### src/rtl/multiexp_feeder_if.sv
// Valid/ready stream bundle shared by the multiexp feeder and core.
interface if_axi_stream #(
  parameter int DAT_BITS = 8,
  parameter int CTL_BITS = 8
);
  logic                val;
  logic                rdy;
  logic                sop;
  logic                eop;
  logic                err;
  logic [CTL_BITS-1:0] ctl;
  logic [DAT_BITS-1:0] dat;

  modport source (output val, sop, eop, err, ctl, dat, input rdy);
  modport sink   (input val, sop, eop, err, ctl, dat, output rdy);
endinterface

### src/rtl/multiexp_feeder.sv
// Buffers one batch of {point, scalar} pairs, replays it KEY_BITS times to the
// multiexp core, then forwards the core's result. MULTIEXP_FEEDER_PERF_EN adds o_cycles.
module multiexp_feeder #(
  parameter int DAT_BITS = 256,
  parameter int PNT_BITS = 768,
  parameter int NUM_IN   = 4,
  parameter int KEY_BITS = 256,
  parameter int CTL_BITS = 8
) (
  input  logic         i_clk,
  input  logic         i_rst_n,
  if_axi_stream.sink   i_load_if,
  if_axi_stream.source o_pnt_scl_if,
  if_axi_stream.sink   i_pnt_if,
  if_axi_stream.source o_res_if,
  output logic         o_busy,
  output logic         o_err
`ifdef MULTIEXP_FEEDER_PERF_EN
  ,
  output logic [31:0]  o_cycles
`endif
);

  localparam int BEAT_BITS = PNT_BITS + DAT_BITS;
  localparam int IDX_W     = (NUM_IN > 1) ? $clog2(NUM_IN) : 1;
  localparam int RND_W     = (KEY_BITS > 1) ? $clog2(KEY_BITS) : 1;
  localparam logic [IDX_W-1:0] IDX_LAST = IDX_W'(NUM_IN - 1);
  localparam logic [RND_W-1:0] RND_LAST = RND_W'(KEY_BITS - 1);

  typedef enum logic [1:0] {LOAD, STREAM, WAIT_RES, OUT} state_t;

  state_t               state, state_nxt;
  logic [IDX_W-1:0]     idx, idx_nxt;
  logic [RND_W-1:0]     rnd, rnd_nxt;
  logic                 alive;
  logic                 err_nxt;
  logic                 buf_we;
  logic [BEAT_BITS-1:0] beat_buf [NUM_IN];
  logic [PNT_BITS-1:0]  res_q;

  logic load_hs, pnt_hs, res_in_hs, res_out_hs;
  assign load_hs    = i_load_if.val & i_load_if.rdy;
  assign pnt_hs     = o_pnt_scl_if.val & o_pnt_scl_if.rdy;
  assign res_in_hs  = i_pnt_if.val & i_pnt_if.rdy;
  assign res_out_hs = o_res_if.val & o_res_if.rdy;

  // alive keeps load rdy low while reset is held and for the deassertion cycle
  assign i_load_if.rdy = alive && (state == LOAD);

  assign o_pnt_scl_if.val = (state == STREAM);
  assign o_pnt_scl_if.sop = (state == STREAM);
  assign o_pnt_scl_if.eop = (state == STREAM);
  assign o_pnt_scl_if.err = 1'b0;
  assign o_pnt_scl_if.ctl = CTL_BITS'(idx);
  assign o_pnt_scl_if.dat = beat_buf[idx];

  assign i_pnt_if.rdy = (state == WAIT_RES);

  assign o_res_if.val = (state == OUT);
  assign o_res_if.sop = (state == OUT);
  assign o_res_if.eop = (state == OUT);
  assign o_res_if.err = 1'b0;
  assign o_res_if.ctl = '0;
  assign o_res_if.dat = res_q;

  assign o_busy = (state != LOAD);

  logic unused_sigs;
  assign unused_sigs = ^{i_load_if.sop, i_load_if.err, i_load_if.ctl,
                         i_pnt_if.sop, i_pnt_if.eop, i_pnt_if.err, i_pnt_if.ctl};

  always_comb begin
    state_nxt = state;
    idx_nxt   = idx;
    rnd_nxt   = rnd;
    err_nxt   = 1'b0;
    buf_we    = 1'b0;
    case (state)
      LOAD: begin
        if (load_hs) begin
          // early eop marks a short batch: drop the beat and restart the load
          if (i_load_if.eop && (idx != IDX_LAST)) begin
            err_nxt = 1'b1;
            idx_nxt = '0;
          end else begin
            buf_we = 1'b1;
            if (idx == IDX_LAST) begin
              idx_nxt   = '0;
              rnd_nxt   = '0;
              state_nxt = STREAM;
            end else begin
              idx_nxt = idx + 1'b1;
            end
          end
        end
      end
      STREAM: begin
        if (pnt_hs) begin
          if (idx == IDX_LAST) begin
            idx_nxt = '0;
            rnd_nxt = rnd + 1'b1;
            if (rnd == RND_LAST) begin
              rnd_nxt   = '0;
              state_nxt = WAIT_RES;
            end
          end else begin
            idx_nxt = idx + 1'b1;
          end
        end
      end
      WAIT_RES: if (res_in_hs) state_nxt = OUT;
      OUT:      if (res_out_hs) state_nxt = LOAD;
      default:  state_nxt = LOAD;
    endcase
  end

  always_ff @(posedge i_clk or negedge i_rst_n) begin
    if (!i_rst_n) begin
      state <= LOAD;
      idx   <= '0;
      rnd   <= '0;
      alive <= 1'b0;
      o_err <= 1'b0;
    end else begin
      state <= state_nxt;
      idx   <= idx_nxt;
      rnd   <= rnd_nxt;
      alive <= 1'b1;
      o_err <= err_nxt;
    end
  end

  always_ff @(posedge i_clk) begin
    if (buf_we) beat_buf[idx] <= i_load_if.dat;
    if (res_in_hs) res_q <= i_pnt_if.dat;
  end

`ifdef MULTIEXP_FEEDER_PERF_EN
  logic [31:0] cyc_cnt;
  logic [31:0] cyc_sat;
  logic        counting;
  logic        first_beat;
  assign first_beat = pnt_hs && (idx == '0) && (rnd == '0);
  assign cyc_sat    = (cyc_cnt == '1) ? cyc_cnt : cyc_cnt + 32'd1;

  always_ff @(posedge i_clk or negedge i_rst_n) begin
    if (!i_rst_n) begin
      cyc_cnt  <= '0;
      counting <= 1'b0;
      o_cycles <= '0;
    end else if (first_beat) begin
      cyc_cnt  <= '0;
      counting <= 1'b1;
    end else if (counting) begin
      cyc_cnt <= cyc_sat;
      if (res_in_hs) begin
        counting <= 1'b0;
        o_cycles <= cyc_sat;
      end
    end
  end
`endif

endmodule

### src/flat_wrapper.sv
// flat-port wrapper written by rule: the top's interface ports become plain ports
module multiexp_feeder_flat 
#(
  parameter int DAT_BITS = 256,
  parameter int PNT_BITS = 768,
  parameter int NUM_IN   = 4,
  parameter int KEY_BITS = 256,
  parameter int CTL_BITS = 8
)
  (i_clk, i_rst_n, o_busy, o_err, i_load_if_val, i_load_if_sop, i_load_if_eop, i_load_if_err, i_load_if_ctl, i_load_if_dat, i_load_if_rdy, o_pnt_scl_if_val, o_pnt_scl_if_sop, o_pnt_scl_if_eop, o_pnt_scl_if_err, o_pnt_scl_if_ctl, o_pnt_scl_if_dat, o_pnt_scl_if_rdy, i_pnt_if_val, i_pnt_if_sop, i_pnt_if_eop, i_pnt_if_err, i_pnt_if_ctl, i_pnt_if_dat, i_pnt_if_rdy, o_res_if_val, o_res_if_sop, o_res_if_eop, o_res_if_err, o_res_if_ctl, o_res_if_dat, o_res_if_rdy);
  if_axi_stream #(.DAT_BITS(DAT_BITS), .CTL_BITS(CTL_BITS)) i_load_if_i ();
  if_axi_stream #(.DAT_BITS(DAT_BITS), .CTL_BITS(CTL_BITS)) o_pnt_scl_if_i ();
  if_axi_stream #(.DAT_BITS(DAT_BITS), .CTL_BITS(CTL_BITS)) i_pnt_if_i ();
  if_axi_stream #(.DAT_BITS(DAT_BITS), .CTL_BITS(CTL_BITS)) o_res_if_i ();
  input  logic i_clk;
  input  logic i_rst_n;
  output logic o_busy;
  output logic o_err;
  input wire logic [$bits(i_load_if_i.val)-1:0] i_load_if_val;
  input wire logic [$bits(i_load_if_i.sop)-1:0] i_load_if_sop;
  input wire logic [$bits(i_load_if_i.eop)-1:0] i_load_if_eop;
  input wire logic [$bits(i_load_if_i.err)-1:0] i_load_if_err;
  input wire logic [$bits(i_load_if_i.ctl)-1:0] i_load_if_ctl;
  input wire logic [$bits(i_load_if_i.dat)-1:0] i_load_if_dat;
  output wire logic [$bits(i_load_if_i.rdy)-1:0] i_load_if_rdy;
  output wire logic [$bits(o_pnt_scl_if_i.val)-1:0] o_pnt_scl_if_val;
  output wire logic [$bits(o_pnt_scl_if_i.sop)-1:0] o_pnt_scl_if_sop;
  output wire logic [$bits(o_pnt_scl_if_i.eop)-1:0] o_pnt_scl_if_eop;
  output wire logic [$bits(o_pnt_scl_if_i.err)-1:0] o_pnt_scl_if_err;
  output wire logic [$bits(o_pnt_scl_if_i.ctl)-1:0] o_pnt_scl_if_ctl;
  output wire logic [$bits(o_pnt_scl_if_i.dat)-1:0] o_pnt_scl_if_dat;
  input wire logic [$bits(o_pnt_scl_if_i.rdy)-1:0] o_pnt_scl_if_rdy;
  input wire logic [$bits(i_pnt_if_i.val)-1:0] i_pnt_if_val;
  input wire logic [$bits(i_pnt_if_i.sop)-1:0] i_pnt_if_sop;
  input wire logic [$bits(i_pnt_if_i.eop)-1:0] i_pnt_if_eop;
  input wire logic [$bits(i_pnt_if_i.err)-1:0] i_pnt_if_err;
  input wire logic [$bits(i_pnt_if_i.ctl)-1:0] i_pnt_if_ctl;
  input wire logic [$bits(i_pnt_if_i.dat)-1:0] i_pnt_if_dat;
  output wire logic [$bits(i_pnt_if_i.rdy)-1:0] i_pnt_if_rdy;
  output wire logic [$bits(o_res_if_i.val)-1:0] o_res_if_val;
  output wire logic [$bits(o_res_if_i.sop)-1:0] o_res_if_sop;
  output wire logic [$bits(o_res_if_i.eop)-1:0] o_res_if_eop;
  output wire logic [$bits(o_res_if_i.err)-1:0] o_res_if_err;
  output wire logic [$bits(o_res_if_i.ctl)-1:0] o_res_if_ctl;
  output wire logic [$bits(o_res_if_i.dat)-1:0] o_res_if_dat;
  input wire logic [$bits(o_res_if_i.rdy)-1:0] o_res_if_rdy;
  assign i_load_if_i.val = i_load_if_val;
  assign i_load_if_i.sop = i_load_if_sop;
  assign i_load_if_i.eop = i_load_if_eop;
  assign i_load_if_i.err = i_load_if_err;
  assign i_load_if_i.ctl = i_load_if_ctl;
  assign i_load_if_i.dat = i_load_if_dat;
  assign i_load_if_rdy = i_load_if_i.rdy;
  assign o_pnt_scl_if_val = o_pnt_scl_if_i.val;
  assign o_pnt_scl_if_sop = o_pnt_scl_if_i.sop;
  assign o_pnt_scl_if_eop = o_pnt_scl_if_i.eop;
  assign o_pnt_scl_if_err = o_pnt_scl_if_i.err;
  assign o_pnt_scl_if_ctl = o_pnt_scl_if_i.ctl;
  assign o_pnt_scl_if_dat = o_pnt_scl_if_i.dat;
  assign o_pnt_scl_if_i.rdy = o_pnt_scl_if_rdy;
  assign i_pnt_if_i.val = i_pnt_if_val;
  assign i_pnt_if_i.sop = i_pnt_if_sop;
  assign i_pnt_if_i.eop = i_pnt_if_eop;
  assign i_pnt_if_i.err = i_pnt_if_err;
  assign i_pnt_if_i.ctl = i_pnt_if_ctl;
  assign i_pnt_if_i.dat = i_pnt_if_dat;
  assign i_pnt_if_rdy = i_pnt_if_i.rdy;
  assign o_res_if_val = o_res_if_i.val;
  assign o_res_if_sop = o_res_if_i.sop;
  assign o_res_if_eop = o_res_if_i.eop;
  assign o_res_if_err = o_res_if_i.err;
  assign o_res_if_ctl = o_res_if_i.ctl;
  assign o_res_if_dat = o_res_if_i.dat;
  assign o_res_if_i.rdy = o_res_if_rdy;
  multiexp_feeder #(.DAT_BITS(DAT_BITS), .PNT_BITS(PNT_BITS), .NUM_IN(NUM_IN), .KEY_BITS(KEY_BITS), .CTL_BITS(CTL_BITS)) u_core (.i_clk(i_clk), .i_rst_n(i_rst_n), .i_load_if(i_load_if_i), .o_pnt_scl_if(o_pnt_scl_if_i), .i_pnt_if(i_pnt_if_i), .o_res_if(o_res_if_i), .o_busy(o_busy), .o_err(o_err));
endmodule
### config.mk
export PLATFORM = sky130hd
export DESIGN_NAME = multiexp_feeder_flat
export DESIGN_NICKNAME = d
export VERILOG_FILES = /design/src/rtl/multiexp_feeder_if.sv /design/src/rtl/multiexp_feeder.sv /design/src/flat_wrapper.sv
export SDC_FILE = /design/constraint.sdc
export NUM_CORES = 1
export LEC_CHECK = 0
export BUFFER_PORTS_ARGS = -buffer_cell sky130_fd_sc_hd__buf_2
export CAP_MARGIN = 20
export CORE_AREA = 10 10 417 419
export CTS_BUF_LIST = sky130_fd_sc_hd__clkbuf_8 sky130_fd_sc_hd__clkbuf_16
export DETAILED_ROUTE_END_ITERATION = 10
export DIE_AREA = 0 0 427 429
export HOLD_SLACK_MARGIN = 0.12
export SLEW_MARGIN = 20
export SYNTH_ARGS = -nofsm -noshare
export SYNTH_HDL_FRONTEND = slang
export SYNTH_SLANG_ARGS = --single-unit
### constraint.sdc
create_clock -name i_clk -period 16 [get_ports i_clk]
set_clock_uncertainty 0.2 [all_clocks]
set_input_delay 4 -clock i_clk [delete_from_list [all_inputs] [get_ports i_clk]]
set_output_delay 4 -clock i_clk [all_outputs]
set_load 0.005 [all_outputs]
; ---- After elaboration in Yosys (flattened, before gate mapping)
; Memory sizes are Yosys's and may differ from the RTL's.
; Index checks and enable logic that the tools add are counted.
[totals]
ff_bits = 270
output_inout_bits = 540
word_cells = 64
mem_count = 1
ram_bits = 1024
inputBits = 540
[classes]
n_eq_ne = 14
bitwise = 4
reduce_logical = 8
n_mux = 29
n_addsub = 2
[memory_table]
columns = memory, depth, word_bits, read_ports, rd_ports_with_merged_regs, wr, line
row1 = u_core.beat_buf, 4, 256, 1, 0, 1, multiexp_feeder.sv:38  ; logic [BEAT_BITS-1:0] beat_buf [NUM_IN];
[op_table]
columns = operator, count
row1 = 2-to-1 mux 8 bit, 6
row2 = 2-to-1 mux 2 bit, 12
row3 = inequality test 2 bit (second input constant), 8
row4 = one-hot mux 8 bit (2 select lines), 1
row5 = adder 8 x 1 -> 8 bit (second input constant), 1
row6 = equality test 8 bit (second input constant), 1
row7 = 2-to-1 mux 1 bit, 8
row8 = one-hot mux 2 bit (4 select lines), 1
row9 = AND reduction 8 bit, 1
row10 = equality test 2 bit (second input constant), 3
row11 = AND reduction 6 bit, 1
row12 = bitwise AND 1 bit, 4
row13 = one-hot mux 2 bit (2 select lines), 1
row14 = nonzero test 2 bit, 2
row15 = AND reduction 3 bit, 1
row16 = adder 2 x 1 -> 2 bit (second input constant), 1
row17 = equality test 2 x 1 -> 1 bit (second input constant), 1
row18 = logical AND 1 bit, 2
row19 = logical NOT 2 bit, 1
row20 = inequality test 2 x 1 -> 1 bit (second input constant), 1

; ---- Longest topological paths before layout
[depth]
depth_word = 7
ltp_mapped = 7
depth_no_buf = 6

; ---- Worst setup path before layout
; Ideal clock, no wire load.
[synth_timing]
path_kind = input port to flip-flop
startpoint = in i_load_if_val
endpoint = mem u_core.beat_buf[3][0] (netlist name) (enable)
setup_time_ps = 877
arrival_ps = 14677
setup_slack_ps = 246
stages = 2
required_ps = 14923
cell_sequence = nand2_1 nor2_1
[synth_between]
elab_chain_len = 5
[synth_lines]
columns = item, line
row1 = start: declaration, flat_wrapper.sv:19  ; input wire logic [$bits(i_load_if_i.val)-1:0] i_load_if_val;
row2 = bitwise AND 1 bit, multiexp_feeder.sv:42  ; assign load_hs = i_load_if.val & i_load_if.rdy;
row3 = 2-to-1 mux 1 bit, multiexp_feeder.sv:80  ; if (load_hs) begin
row4 = 2-to-1 mux 1 bit, multiexp_feeder.sv:78  ; case (state)
row5 = 2-to-1 mux 1 bit, multiexp_feeder.sv:134  ; if (buf_we) beat_buf[idx] <= i_load_if.dat;
row6 = 2-to-1 mux 1 bit (implied by the code), multiexp_feeder.sv:134
row7 = end: declaration, multiexp_feeder.sv:38
; Every way passes these cells.

; ---- Final worst setup path
[layout_timing]
startpoint = reg u_core.idx[0]
endpoint = out o_pnt_scl_if_dat[140]
[layout_between]
elab_chain_len = 1
[layout_lines]
columns = item, line
row1 = start: declaration, multiexp_feeder.sv:33  ; logic [IDX_W-1:0] idx, idx_nxt;
row2 = start signal: assignment, multiexp_feeder.sv:126  ; idx <= idx_nxt;
row3 = memory (4 x 256 bit), --
row4 = end: declaration, flat_wrapper.sv:31  ; output wire logic [$bits(o_pnt_scl_if_i.dat)-1:0] o_pnt_scl_if_dat;
; Every way passes these cells.

==> results.tsv <==
stage	metric	value	unit
detailed_routing	routed_wl	145	mm
placement	dp_slack	7.59	ns
clocking	hold_buffers	0	
floorplanning	die_w	427	um
finish	mostFrequentLayoutCells	1,280 x edfxtp_1, 1,042 x buf_2, 256 x mux4_2	
timing	slew_headroom	0.309	
synthesis	synth_ff_type	edfxtp_1	
clocking	clkSinkCount	1294	
placement	port_buffers	1042	
timing	slew_viol_final	0	
detailed_routing	via_per_inst	4.38	
finish	fillerInstances	15600	
worst_setup_path	endpoint_kind	primary output	
global_route	antenna_found_initial	109	
worst_setup_path	cp-start-kind	flip-flop	
global_route	grt_pass1_wl	196	mm
finish	synthToLayoutAreaGrowth	26.9	%
timing	holdWs	0.325	ns
timing	rsz0062_at_grt	false	
global_route	grt_start_max_net_pins	126	
run_status	status	completed	
worst_setup_path	critPathMaxFanout	92	
floorplanning	rows	150	
finish	final_common_cell	edfxtp_1	
power_and_ir_drop	leakage	20.0	nW
detailed_routing	drt-initial-drc-count	1663	
clocking	cts_tree	done	
detailed_routing	dr.pass1.iters	6	
detailed_routing	vias	22800	
clocking	cts_buffers	141	
worst_setup_path	crit_buf_inv	3	
placement	gp_congestion	0.880	
worst_setup_path	path_cells	buf_4 > buf_12 > mux4_2 > buf_2	
global_route	grt-ovfl-total	0	
floorplanning	core	166000	sq um
synthesis	ys_types	31	
worst_setup_path	cp_slowest_cell	dfrtp_4	
power_and_ir_drop	ir_drop	0.125	mV
timing	period_needed	8.38	ns
synthesis	syn_area_per_cell	26.5	sq um
synthesis	ys_seq_area_frac	0.852	
synthesis	ys_ff_latch	1294	
global_route	grt_pass1_vias	23900	
floorplanning	die_area	183000	sq um
worst_setup_path	crit_family	buffers and inverters	
floorplanning	ios	1080	
worst_setup_path	crit_path_max_incr_delay	0.88	ns
hold_path	hold_class	flip-flop to flip-flop	
timing	final-hold-violation-count	0	
synthesis	ys_async_sr_fraction	0.0108	
finish	nets	3414	
detailed_routing	route.detailed.drc	0	
clocking	cts_resized	0	
timing	fin_crit_sh	0.524	
worst_setup_path	required	11.80	ns
timing	setup_viol_count_final	0	
timing	max_freq	0.119	GHz
power_and_ir_drop	powerDensity	158	nW/um^2
power_and_ir_drop	p_total	9.14	mW
timing	tightestPinTransition	1.04	ns
clocking	insertion_delay	0.79	ns
clocking	cts_max_level	4	
timing	setup_ws	7.62	ns
placement	dp_hpwl	106	mm
floorplanning	die_y	429	um
clocking	cts-root-buf	clkbuf_16	
worst_setup_path	path_class	flip-flop to primary output	
flow_run	drv_cap	0	
clocking	cts_buffer_depth	3	
synthesis	synth_edf_count	1280	
floorplanning	start_util	0.274	
clocking	path_clk_slew	0.05	ns
worst_setup_path	cp_data_arrival_time	4.18	ns
detailed_routing	ant_nets	0	
synthesis	yosysWarnings	0	
timing	setup_tns	0	ns
synthesis	syn_inst	1720	
synthesis	syn_area	45500	sq um
detailed_routing	wl_per_cell	27.8	um
finish	drive_gt1_frac	0.512	
clocking	post_cts_buffers	0	
global_route	gr-usage-all-layers	0.154	
-- power by group --
group / total, mW / switching, mW / internal [mW]
registers: 4.12 / 0.135 / 3.98
logic: 2.02 / 1.10 / 0.917
clock network: 3.00 / 1.32 / 1.68
-- registers in the layout (all words and copies together), names as in the netlist --
name             flops
u_core.rnd           8
u_core.res_q       256
u_core.o_err         1
u_core.alive         1
u_core.idx           2
u_core.state         2
u_core.beat_buf   1024
-- per-layer routing --
metal | global-route usage | vias to the layer above | share of wire
met5 | 0 | - | 0.0026
met4 | 0.0819 | 62 | 0.060
met3 | 0.0521 | 374 | 0.074
met2 | 0.290 | 964 | 0.55
met1 | 0.144 | 11700 | 0.31
li1 | - | 9701 | -
-- per-stage QoR --
| stage | util | std cells | cell area, sq um |
|---|---|---|---|
| final | 0.348 | 5217 | 57800 |
| after floorplan | - | 1735 | 45600 |
| after global routing | 0.348 | 5200 | 57800 |
| after detailed placement | 0.322 | 4925 | 53400 |
| after CTS | 0.348 | 5176 | 57700 |
| after global placement | 0.322 | 4925 | 53400 |
-- cells by family (layout without fill, tap and decap cells) --
logic type	after synthesis	after routing	share of synthesized area
and+or+nand+nor	41	41	0.00462
DFF	1294	1294	0.852
muxes	262	262	0.128
AOI/OAI and AO/OA	16	16	0.00250
buffers and inverters	95	1332	0.0102
other	2	58	0.000165
adders and majority gates	10	10	0.00275
-- cell type report --
type | count | area (sq um) | share of cell area
tap | 2204 | 2760 | 0.0477
multi-input combinational | 346 | 6360 | 0.110
clock buffer | 143 | 3580 | 0.0619
clock inverter | 108 | 687 | 0.0119
antenna | 41 | 103 | 0.00177
sequential | 1294 | 38800 | 0.671
timing repair buffer | 1065 | 5460 | 0.0945
inverter | 16 | 60.1 | 0.00104
-- final timing paths --
path	from	slack (ns)	depth (start not counted)	end
worst min-delay path	u_core.rnd[0]	0.33	1	u_core.rnd[0]
worst max register to register	u_core.idx[0]	9.72	8	u_core.beat_buf[0][157]
min in group asynchronous	i_rst_n	2.92	1	u_core.alive
worst min register to register	u_core.rnd[0]	0.33	1	u_core.rnd[0]
worst max-delay path	u_core.idx[0]	7.62	4	o_pnt_scl_if_dat[140]
max in group asynchronous	i_rst_n	12.38	1	u_core.idx[0]
-- synth_stat cells (5+ instances only) --
cell type	instances	area, sq um
and2_1	5	31.3
buf_1	20	75.1
buf_2	26	130
buf_4	20	150
clkbuf_1	13	48.8
dfrtp_1	14	350
edfxtp_1	1280	38400
ha_1	10	125
inv_1	16	60.1
mux2i_1	5	50.1
mux4_2	256	5770
nand2_1	10	37.5
nand3_1	8	40.0
nor2_1	9	33.8
o221ai_1	5	43.8
No activity file was read; power rests on OpenSTA's default activity.
